[config.mk]
export PLATFORM = sky130hd
export DESIGN_NAME = store_align_buffer
export DESIGN_NICKNAME = d
export VERILOG_FILES = /design/src/rtl/store_pkg.sv /design/src/rtl/store_lane_align.sv /design/src/rtl/store_align_buffer.sv
export SDC_FILE = /design/constraint.sdc
export NUM_CORES = 1
export LEC_CHECK = 0
export CAP_MARGIN = 10
export CORE_MARGIN = 1.5
export CORE_UTILIZATION = 50
export CTS_BUF_LIST = sky130_fd_sc_hd__clkbuf_4 sky130_fd_sc_hd__clkbuf_8 sky130_fd_sc_hd__clkbuf_16
export CTS_CLUSTER_DIAMETER = 30
export CTS_CLUSTER_SIZE = 24
export DETAILED_ROUTE_END_ITERATION = 10
export GPL_ROUTABILITY_DRIVEN = 0
export PLACE_DENSITY_LB_ADDON = 0.05
export SETUP_SLACK_MARGIN = 0.4
export SLEW_MARGIN = 20
export SYNTH_ARGS = -nofsm -noshare
export SYNTH_HDL_FRONTEND = slang
export SYNTH_SLANG_ARGS = --single-unit
[constraint.sdc]
create_clock -name clk -period 2 [get_ports clk]
set_clock_uncertainty 0.05 [all_clocks]
set_input_delay 0.5 -clock clk [delete_from_list [all_inputs] [get_ports clk]]
set_output_delay 0.5 -clock clk [all_outputs]
set_load 0.005 [all_outputs]
[src/rtl/store_pkg.sv]
// Shared definitions for the store alignment buffer: size encodings,
// default buffer depth and the FIFO entry layout.
package store_pkg;

   localparam logic [1:0] SIZE_BYTE = 2'b00;
   localparam logic [1:0] SIZE_HALF = 2'b01;
   localparam logic [1:0] SIZE_WORD = 2'b10;
   localparam logic [1:0] SIZE_RSVD = 2'b11;

   localparam int DEPTH_DEFAULT = 2;

   typedef struct packed {
      logic [29:0] addr;
      logic [31:0] wdata;
      logic [3:0]  be;
   } store_entry_t;

   localparam store_entry_t ENTRY_ZERO = '{addr: 30'h0, wdata: 32'h0, be: 4'h0};

endpackage

[src/rtl/store_lane_align.sv]
// Combinational lane steering: replicates store data into byte lanes and
// builds byte enables, flagging any access that is not naturally aligned.
module store_lane_align
   import store_pkg::*;
(
   input  logic [1:0]  addr_lo,
   input  logic [1:0]  size,
   input  logic [31:0] data,
   output logic [31:0] wdata,
   output logic [3:0]  be,
   output logic        misaligned
);

   // Lane replication and enable generation by access size
   always_comb begin
      wdata      = 32'h0000_0000;
      be         = 4'b0000;
      misaligned = 1'b0;
      case (size)
         SIZE_BYTE: begin
            wdata = {4{data[7:0]}};
            be    = 4'b0001 << addr_lo;
         end
         SIZE_HALF: begin
            if (addr_lo[0] == 1'b0) begin
               wdata = {2{data[15:0]}};
               be    = addr_lo[1] ? 4'b1100 : 4'b0011;
            end else begin
               misaligned = 1'b1;
            end
         end
         SIZE_WORD: begin
            if (addr_lo == 2'b00) begin
               wdata = data;
               be    = 4'b1111;
            end else begin
               misaligned = 1'b1;
            end
         end
         default: begin
            // reserved size encoding is rejected like a misaligned access
            misaligned = 1'b1;
         end
      endcase
   end

endmodule

[src/rtl/store_align_buffer.sv]
// Store buffer: aligns incoming stores into word writes and queues them in a
// small FIFO toward data memory; misaligned requests are dropped with a pulse.
module store_align_buffer
   import store_pkg::*;
#(
   parameter int DEPTH = DEPTH_DEFAULT
) (
   input  logic                     clk,
   input  logic                     rst_n,
   input  logic                     in_valid,
   output logic                     in_ready,
   input  logic [31:0]              in_addr,
   input  logic [31:0]              in_data,
   input  logic [1:0]               in_size,
   output logic                     out_valid,
   input  logic                     out_ready,
   output logic [29:0]              out_addr,
   output logic [31:0]              out_wdata,
   output logic [3:0]               out_be,
   output logic                     misalign_err,
   output logic [$clog2(DEPTH):0]   count
);

   localparam int PW = $clog2(DEPTH);
   localparam int CW = PW + 1;
   localparam logic [CW-1:0] DEPTH_C = CW'(DEPTH);
   localparam logic [CW-1:0] ONE_C   = CW'(1);

   store_entry_t   mem_r [DEPTH];
   logic [PW-1:0]  wr_ptr_r;
   logic [PW-1:0]  rd_ptr_r;
   logic [CW-1:0]  count_r;
   logic           err_r;

   logic [31:0]    al_wdata_s;
   logic [3:0]     al_be_s;
   logic           misaligned_s;
   logic           accept_s;
   logic           push_s;
   logic           pop_s;
   store_entry_t   head_s;

   store_lane_align u_align (
      .addr_lo    (in_addr[1:0]),
      .size       (in_size),
      .data       (in_data),
      .wdata      (al_wdata_s),
      .be         (al_be_s),
      .misaligned (misaligned_s)
   );

   // in_ready depends only on occupancy so the memory side never gates intake combinationally
   assign in_ready = (count_r < DEPTH_C);
   assign accept_s = in_valid && in_ready;
   assign push_s   = accept_s && !misaligned_s;
   assign pop_s    = (count_r != {CW{1'b0}}) && out_ready;
   assign head_s   = mem_r[rd_ptr_r];

   // Pointer, occupancy and error-pulse state
   always_ff @(posedge clk or negedge rst_n) begin
      if (!rst_n) begin
         wr_ptr_r <= {PW{1'b0}};
         rd_ptr_r <= {PW{1'b0}};
         count_r  <= {CW{1'b0}};
         err_r    <= 1'b0;
      end else begin
         err_r <= accept_s && misaligned_s;
         if (push_s) begin
            wr_ptr_r <= wr_ptr_r + 1'b1;
         end else begin
            wr_ptr_r <= wr_ptr_r;
         end
         if (pop_s) begin
            rd_ptr_r <= rd_ptr_r + 1'b1;
         end else begin
            rd_ptr_r <= rd_ptr_r;
         end
         case ({push_s, pop_s})
            2'b10:   count_r <= count_r + ONE_C;
            2'b01:   count_r <= count_r - ONE_C;
            default: count_r <= count_r;
         endcase
      end
   end

   // Entry storage; cleared on reset so stale contents can never reach memory
   always_ff @(posedge clk or negedge rst_n) begin
      if (!rst_n) begin
         for (int i = 0; i < DEPTH; i++) begin
            mem_r[i] <= ENTRY_ZERO;
         end
      end else if (push_s) begin
         mem_r[wr_ptr_r] <= '{addr: in_addr[31:2], wdata: al_wdata_s, be: al_be_s};
      end else begin
         mem_r[wr_ptr_r] <= mem_r[wr_ptr_r];
      end
   end

   assign out_valid    = (count_r != {CW{1'b0}});
   assign misalign_err = err_r;
   assign count        = count_r;

   // Head of queue is presented only while occupied, otherwise all zero
   always_comb begin
      if (out_valid) begin
         out_addr  = head_s.addr;
         out_wdata = head_s.wdata;
         out_be    = head_s.be;
      end else begin
         out_addr  = 30'h0;
         out_wdata = 32'h0;
         out_be    = 4'h0;
      end
   end

endmodule
==> run metrics, run 1 <==
CTS Buf Count=17; CTS sink count=137; power density cells=1510 nW/um2; crit path launch=rd_ptr_r$_DFFE_PN0P_; Worst Path Arrival=between 1.5 and 2 ns; Final Hold Vio Count=0; Yosys reg bits=137; Post-synth top flop=dfrtp_1; Peak VDD IR=around 650 uV; Fill cells=800; TritonCTS clock tree=yes; grt ovf=0; Slew headroom=68.8%; core box area=13200 um2; Synth cell types=34; vias per inst=5.46; global-route wire length before repair=31700 um; Synth top cells by count=137 x dfrtp_1, 98 x mux2i_1, 76 x mux2_2; syn avg cell area=around 12 um2; hold path start=mem_r[97]$_DFFE_PN0N_; Peak Freq=453 MHz; Port Buffers=140; Yosys top cell area share=roughly half; setup violators final=189; Syn. warnings=0; share of layout cells above drive strength 1=44.0%; period utilization=110%; Post-Syn Instances=558; total power=15.9 mW; Vert. Die Dim=120 um; pins over their slew limit=0; count leader, synth=dfrtp_1; row count=42; nets@finish=873; Synth area leader=dfrtp_1; syn_nets=629; max-capacitance violation count=0; die width=120 um; drt pass-1 iters=4; clock tree buffer depth=2; # DRC=0; DRT Wirelength=about 20000 um; Worst Path Required=about 1.5 ns; number of global-route vias before repair=around 5.8k; Post-synth EDFFs=0; Detail Route Antenna Nets=0; number of diodes=0; failing checks=setup timing; hold slack final=0.454 ns; Global Route Usage Sum=29.2%; top-level I/O count=approximately 140; CTS H-tree depth=4; RSZ-0062 raised after global routing=yes; clock latency at the later pin of the worst-skew pair=0.41 ns; RR Startpoint=count[1]$_DFFE_PN0P_; post-synthesis async set-or-reset flop share=100%; Post-DP HPWL=around 12000 um; crit path time final=about 2.2 ns; Crit Path Category=flop to output port; antenna violations before repair=0; full die area=14300 um2; P_leak=~5.4 nW; crit path max fanout=8; root buf cell=clkbuf_16; Worst Setup Start Kind=flop; status=complete, but fails checks; Worst Tran Pin Value=0.468 ns; total number of vias=about 5.4k; CP endpoint kind=output port; largest net degree at the start of global routing=47; P&R area growth vs syn=55.2%; top cells by area, synth=dfrtp_1 51%, mux2i_1 14%, mux2_2 13%, mux2_1 4.0%, nor2_1 3.8%; final worst setup slack=-0.208 ns; Seq/Total Area, Yosys=50.5%; Worst-path clk slew=0.06 ns; Routed wire per std cell=20.3 um; Initial Util=51.2%; Hold Path Class=flop to flop; Post-Syn Area=approximately 6800 um2; initial drt markers=234
-- critical path, cell delays in order (launching register included) --
cell and delay, ns:
dfrtp_4 0.51, buf_12 0.18, buf_6 0.13, mux2i_2 0.14, nor2_2 0.14, buf_2 0.14
-- report_power, final --
part	switching (mW)	total (mW)	internal, mW
clock network	1.14	3.32	2.18
registers	0.834	4.92	4.08
logic	3.13	7.64	4.51
-- through the flow --
stage	TNS (ns)	utilization, %	setup WS (ns)	area (um2)	instances
finish	-17.39	79.5	-0.208	10500	990
global route	-27.30	79.5	-0.264	10500	990
CTS	-13.42	78.7	-0.255	10400	986
detailed placement	-59.42	67.5	-0.486	8940	904
global placement	-55.35	67.5	-0.444	8940	904
floorplan	0	-	0.273	6920	558
-- final cells by class --
| class | count | area (um2) | area share [%] |
|---|---|---|---|
| clock inverters | 8 | 145 | 1.38 |
| inverters | 35 | 134 | 1.27 |
| well taps | 176 | 220 | 2.09 |
| multi-input cells | 346 | 3320 | 31.5 |
| flip-flops and latches | 137 | 3430 | 32.6 |
| clock buffers | 23 | 477 | 4.53 |
| repair buffers | 265 | 2810 | 26.6 |
-- routing by layer --
layer / part of all wire, % / vias to the layer above / global-route usage [%]
met5: 0 / - / 0
met4: 1.8 / 0 / 9.08
met3: 5.0 / 24 / 6.08
met2: 51 / 189 / 49.2
met1: 43 / 2754 / 38.1
li1: - / 2441 / -
-- cell usage in the layout, fill, tap and decap left out, types with 2 or more instances in the layout --
cell type	count
dfrtp_1	136
mux2i_1	87
buf_2	68
nor2_1	64
mux2_2	64
clkdlybuf4s50_1	64
buf_4	46
mux2_4	36
inv_1	33
buf_6	33
buf_16	19
buf_12	18
clkbuf_16	17
buf_8	11
a211oi_1	9
nor2b_1	8
nor4bb_1	8
nor3b_1	8
o21ai_0	8
a211o_1	8
a22o_1	8
mux2i_2	6
mux2i_4	5
clkbuf_4	5
bufinv_16	4
xnor2_1	3
nor2_4	2
nor2_2	2
xnor2_2	2
clkinv_2	2
clkinvlp_4	2
clkdlybuf4s15_1	2
dlygate4sd2_1	2
-- logic make-up (layout without fill, tap and decap cells) --
logic type      Yosys count  after routing  synth area share, %
xor+xnor                  6              6                0.774
simple gates            101            101                 7.78
fa+ha+maj                 1              1                0.184
mux                     198            198                 31.0
compound gates           40             40                 4.41
buf+inv                  75            331                 5.29
flops                   137            137                 50.5
-- registers in the layout (all words and copies together) (netlist names) --
name and count:
count 2, mem_r 132, misalign_err 1, rd_ptr_r 1
wr_ptr_r 1
-- repair_timing --
item,CTS,global route
endpoints found under the setup margin,206,206
gates cloned,19,0
hold endpoints to repair,43,0
pin swaps,49,41
hold buffers,1,0
resized for setup,406,18
setup buffers,31,4
-- final timing paths --
kind                                          endpoint  slack, ns  cells past startpoint
worst max-delay path                     out_wdata[24]      -0.21                      5
worst min-delay path             mem_r[97]$_DFFE_PN0N_       0.45                      1
worst max register to register  mem_r[101]$_DFFE_PN0N_      -0.15                     11
worst min register to register   mem_r[97]$_DFFE_PN0N_       0.45                      1
max in group asynchronous         rd_ptr_r$_DFFE_PN0P_       0.77                      3
min in group asynchronous       mem_r[124]$_DFFE_PN0N_       0.54                      2
No activity file was read; power rests on OpenSTA's default activity.
==> run 2, diff against run 1 <==
PLACE_DENSITY = 0.83   (was not set)
PLACE_DENSITY_LB_ADDON = not set   (was 0.05)
==> run metrics, run 2 (synthesis results as in run 1) <==
Worst-path clk slew=0.06 ns; most frequent cells in the layout=136 x dfrtp_1, 79 x mux2i_1, 66 x nor2_1; vias per inst=5.76; Slew headroom=a little over half; Worst Path Arrival=1.90 ns; Worst Tran Pin Value=0.696 ns; Sw Ratio=33.9%; largest net degree at the start of global routing=47; crit path max fanout=6; share of layout cells above drive strength 1=between 40% and 50%; root buf cell=clkbuf_16; power density cells=1530 nW/um2; Flop pwr share=30.9%; total number of vias=5696; P_leak=5.39 nW; final worst setup slack=-0.447 ns; Port Buffers=140; internal cell power=between 10 and 15 mW; initial drt markers=398; Worst Setup Start Kind=flop; clock latency at the later pin of the worst-skew pair=between 0.4 and 0.5 ns; switching power=5.51 mW; Finished Cell Area=10600 um2; Initial Util=around 51%; crit path time final=approximately 2.4 ns; Largest register FFs=132; Logic pwr share=50.2%; full die area=between 10000 and 15000 um2; Peak VDD IR=742 uV; Peak Freq=409 MHz; die width=120 um; Global Route Usage Sum=roughly a third; hold path start=mem_r[100]$_DFFE_PN0N_; RR Startpoint=count[1]$_DFFE_PN0P_; P&R area growth vs syn=56.0%; commonest non-fill, non-tap cell in the layout=dfrtp_1; placed cell count=894; clock tree buffer depth=2; number of diodes=0; Clock Power Share=a little under a fifth; nets@finish=871; Worst Path Required=around 1.5 ns; Crit Path Category=flop to output port; grt ovf=0; placed instance area=8810 um2; status=complete, but fails checks; hold slack final=0.452 ns; RSZ-0062 raised after global routing=yes; setup violators final=117; antenna violations before repair=0; max-capacitance violation count=0; Hold Path Class=flop to flop; Final Core Density=79.9%; failing checks=setup timing; row count=42; Largest Register=mem_r; CTS Buf Count=17; Vert. Die Dim=120 um; DRT Wirelength=23100 um; top-level I/O count=141; crit path launch=rd_ptr_r$_DFFE_PN0P_; CTS H-tree depth=4; period utilization=122%; Final Hold Vio Count=0; CTS sink count=137; Routed wire per std cell=23.4 um; core box area=13200 um2; worst slack, placed=-0.549 ns; global-route wire length before repair=34300 um; Post-Layout Cell Count=approximately 990; CP endpoint kind=output port; Detail Route Antenna Nets=0; Post-DP HPWL=~12000 um; drt pass-1 iters=5; TritonCTS clock tree=yes; pins over their slew limit=0; # DRC=0; number of global-route vias before repair=6039
[run 2: cell count changes in the layout (fill, tap and decap cells not counted), moves of 3 or more]
cell and change:
buf_2 -4, mux2i_1 -8, buf_16 -4, buf_12 +3
mux2_4 +4, bufinv_16 -3, mux2_2 -4, mux2i_2 +8
clkbuf_8 +3
[run 2: final timing paths]
| path | to | slack [ns] | cells past startpoint |
|---|---|---|---|
| max | out_be[1] | -0.45 | 7 |
| min | mem_r[100]$_DFFE_PN0N_ | 0.45 | 1 |
| max reg2reg | mem_r[107]$_DFFE_PN0N_ | -0.08 | 10 |
| min reg2reg | mem_r[100]$_DFFE_PN0N_ | 0.45 | 1 |
| max in group asynchronous | mem_r[100]$_DFFE_PN0N_ | 0.72 | 3 |
| min in group asynchronous | mem_r[59]$_DFFE_PN0P_ | 0.53 | 2 |
[run 2: per-layer routing]
metal	vias to the layer above	routed length, um	share of wire [%]	GRT usage (%)
met5	-	0	0	0
met4	0	933	4.0	15.1
met3	68	1460	6.3	6.89
met2	300	11300	49	53.8
met1	2877	9400	41	40.5
li1	2451	-	-	-
[run 2: through the flow]
step,total power [mW],TNS (ns)
after CTS,15.4,-15.11
after global placement,10.8,-51.31
after global routing,16.9,-25.02
after floorplan,8.00,0
final,16.2,-18.18
after detailed placement,11.1,-58.77
[run 2: final cells by class]
class	count	area, um2
tap	176	220
fill	735	2660
timing repair buffer	262	2790
clock inverter	7	67.6
multi-input combinational	347	3420
inverter	35	136
clock buffer	25	510
sequential	137	3430
[run 2: power by group through the flow]
stage	clock network (mW)	logic, mW	registers (mW)
3_5_place_dp	0	6.25	4.81
4_1_cts	3.05	7.47	4.84
5_1_grt	3.21	8.58	5.13
3_3_place_gp	0	6.09	4.69
6_report	3.07	8.15	5.01
2_1_floorplan	0	3.43	4.57
[run 2: what timing repair did]
| item | 4_1_cts | 5_1_grt |
|---|---|---|
| hold buffers | 1 | 0 |
| gates cloned | 20 | 2 |
| gates resized for setup | 396 | 46 |
| setup buffers | 33 | 7 |
| pin swaps | 42 | 36 |
| endpoints found under the hold margin | 42 | 0 |
| endpoints found under the setup margin | 206 | 206 |
[run 2: worst max-delay path, stage by stage (launching register included)]
cell     delay, ns
dfrtp_4       0.52
buf_6         0.14
buf_6         0.11
buf_12        0.13
buf_16        0.14
mux2i_1       0.12
nor2_1        0.15
buf_2         0.16
==> run 3, diff against run 2 <==
ABC_AREA = 1   (was not set)
PLACE_DENSITY = 0.84   (was 0.83)
==> run metrics, run 3 <==
status=complete, but fails checks; failing checks=setup timing; # DRC=0; TritonCTS clock tree=yes; crit path max fanout=6; Peak Freq=405 MHz; Post-Syn Instances=917; total number of vias=9403; Detail Route Antenna Nets=0; pins over their slew limit=0; R2R depth=14; syn_nets=988; RR Startpoint=count[1]$_DFFE_PN0P_; Hold Crit Depth=2; total power=20.1 mW; largest net degree at the start of global routing=54; Hold Path Sink=mem_r[73]$_DFFE_PN0N_; power density cells=1600 nW/um2; register area=3430 um2; Synth top cells by count=564 x nand2_1, 137 x dfrtp_1, 67 x a21oi_1; count leader, synth=nand2_1; hold path start=mem_r[73]$_DFFE_PN0N_; Slew headroom=63.8%; Worst Path Required=between 1 and 1.5 ns; Yosys reg bits=137; DRT Wirelength=40200 um; crit path time final=2.47 ns; top cells by area, synth=dfrtp_1 51%, nand2_1 32%, a21oi_1 5.0%, nand3_1 2.8%, nand4_1 1.6%; Worst Setup Start Kind=flop; full die area=14100 um2; Peak VDD IR=1160 uV; RSZ-0062 raised after global routing=yes; P_leak=6.89 nW; Port Buffers=140; core box area=13100 um2; initial drt markers=1672; CTS Buf Count=17; Post-Layout Cell Count=1376; syn avg cell area=approximately 7.3 um2; top-level I/O count=141; row count=between 40 and 50; grt ovf=0; Critical Path Max Stage Delay=approximately 0.45 ns; CP endpoint kind=output port; commonest non-fill, non-tap cell in the layout=nand2_1; number of diodes=0; Initial Util=50.9%; Vert. Die Dim=between 100 and 150 um; Post-synth top flop=dfrtp_1; P&R area growth vs syn=87.7%; Crit Path Category=flop to output port; setup violators final=~120; CTS H-tree depth=4; Worst Path Arrival=1.92 ns; Fill cells=roughly 280; Post-DP HPWL=around 13000 um; Synth cell types=23; die width=119 um; critical path's slowest cell=dfrtp_2; Worst Tran Pin Value=around 0.54 ns; share of layout cells above drive strength 1=between 50% and 60%; Largest Register=mem_r; R2R Setup Slk=-0.09 ns; nets@finish=1258; Yosys top cell area share=between 50% and 60%; Routed wire per std cell=between 20 and 30 um; Post-Syn Area=~6700 um2; global-route wire length before repair=45400 um; final worst setup slack=-0.471 ns; Syn. warnings=0; clock tree buffer depth=2; critical path's most frequent cell=buf_12; post-synthesis async set-or-reset flop share=100%; Synth area leader=dfrtp_1; worst path cell trace=clkinv_4, buf_12, buf_12, buf_16, buf_6, buf_8, nand2_4, a21oi_2, buf_2; CTS sink count=137; Final Hold Vio Count=0; number of global-route vias before repair=8393; clock latency at the later pin of the worst-skew pair=0.46 ns; Seq/Total Area, Yosys=51.3%; max-capacitance violation count=0; Post-synth EDFFs=0; antenna violations before repair=0; most frequent cells in the layout=289 x nand2_1, 156 x nand2_2, 135 x dfrtp_1; area occupied by multi-input gates=4590 um2; root buf cell=clkbuf_16; Largest register FFs=132; period utilization=124%; reg-to-reg endpoint=mem_r[123]$_DFFE_PN0N_; placed cell count=between 1k and 1.5k; Global Route Usage Sum=a little over two fifths; Worst-path clk slew=0.06 ns; Hold Path Class=flop to flop; vias per inst=6.83; drt pass-1 iters=8
[run 3: cell count changes in the layout (fill, tap and decap cells not counted), moves of 13 or more]
cell,change
nor2_1,-59
buf_12,+13
nand3_1,+36
mux2_4,-40
buf_6,+18
a21oi_2,+59
mux2i_2,-14
inv_1,-29
nand2_1,+289
nand2_2,+156
nand2_4,+120
mux2_2,-60
mux2i_1,-79
nand4_1,+17
[run 3: power by group]
group          leakage [nW]  total, mW  internal (mW)  switching [mW]
Sequential             1.77       5.41           4.04            1.37
Combinational          4.81       11.2           5.27            5.94
Clock                 0.302       3.51           2.12            1.39
Total                  6.89       20.1           11.4            8.69
[run 3: kinds of logic (layout without fill, tap and decap cells)]
kind of cell / after synthesis / count (layout) / share of synthesized area (%)
XOR/XNOR: 3 / 3 / 0.393
AO/OA/AOI/OAI: 70 / 70 / 5.24
AND/OR/NAND/NOR: 637 / 637 / 37.6
flip-flops: 137 / 137 / 51.3
buffers and inverters: 69 / 352 / 5.28
adder cells (fa/ha/maj): 1 / 1 / 0.187
[run 3: cell type report]
cell class                 count  area share, %
clock buffer                  19           3.56
clock inverter                13           1.41
inverter                      10          0.439
multi-input combinational    711           36.6
sequential                   137           27.3
tap                          176           1.75
timing repair buffer         310           28.9
[run 3: critical path: cells and delay by family, from the launching register on]
family	cells	cell delay, ns
and+or+nand+nor	1	0.05
buffers and inverters	7	0.77
AOI/OAI and AO/OA	1	0.20
DFF	1	0.45
[run 3: worst max-delay path by stage]
stage                              start            end  slack [ns]  cells past startpoint
finish              rd_ptr_r$_DFFE_PN0P_  out_wdata[13]       -0.47                      9
global route        rd_ptr_r$_DFFE_PN0P_  out_wdata[26]       -0.47                      7
CTS                 rd_ptr_r$_DFFE_PN0P_   out_wdata[8]       -0.37                      9
detailed placement  rd_ptr_r$_DFFE_PN0P_  out_wdata[14]       -0.22                      5
global placement    rd_ptr_r$_DFFE_PN0P_  out_wdata[14]       -0.22                      5
floorplan           rd_ptr_r$_DFFE_PN0P_    out_addr[0]        0.38                      6
[run 3: layer usage]
layer  routed length, um  track usage [%]  part of all wire [%]
met1               12600             50.4                    31
met2               17200             67.3                    43
met3                5920             12.7                    15
met4                4490             28.3                    11
met5                   0                0                     0
[run 3: repair_timing]
item | in CTS | in global routing
hold endpoints to repair | 48 | 0
pin swaps | 78 | 89
setup endpoints to repair | 206 | 205
buffers inserted | 65 | 18
resized for setup | 550 | 318
cloned | 26 | 3
hold buffers | 1 | 0
[run 3: through the flow]
stage	setup TNS (ns)	utilization, %	hold WS [ns]	worst slack [ns]	instance area [um2]
after floorplan	0	-	0.154	0.379	6810
after global placement	-17.14	66.3	0.404	-0.220	8710
after detailed placement	-22.59	66.3	0.408	-0.217	8710
after CTS	-16.09	85.1	0.422	-0.370	11200
after global routing	-25.97	95.6	0.466	-0.471	12600
final	-24.27	95.6	0.454	-0.471	12600
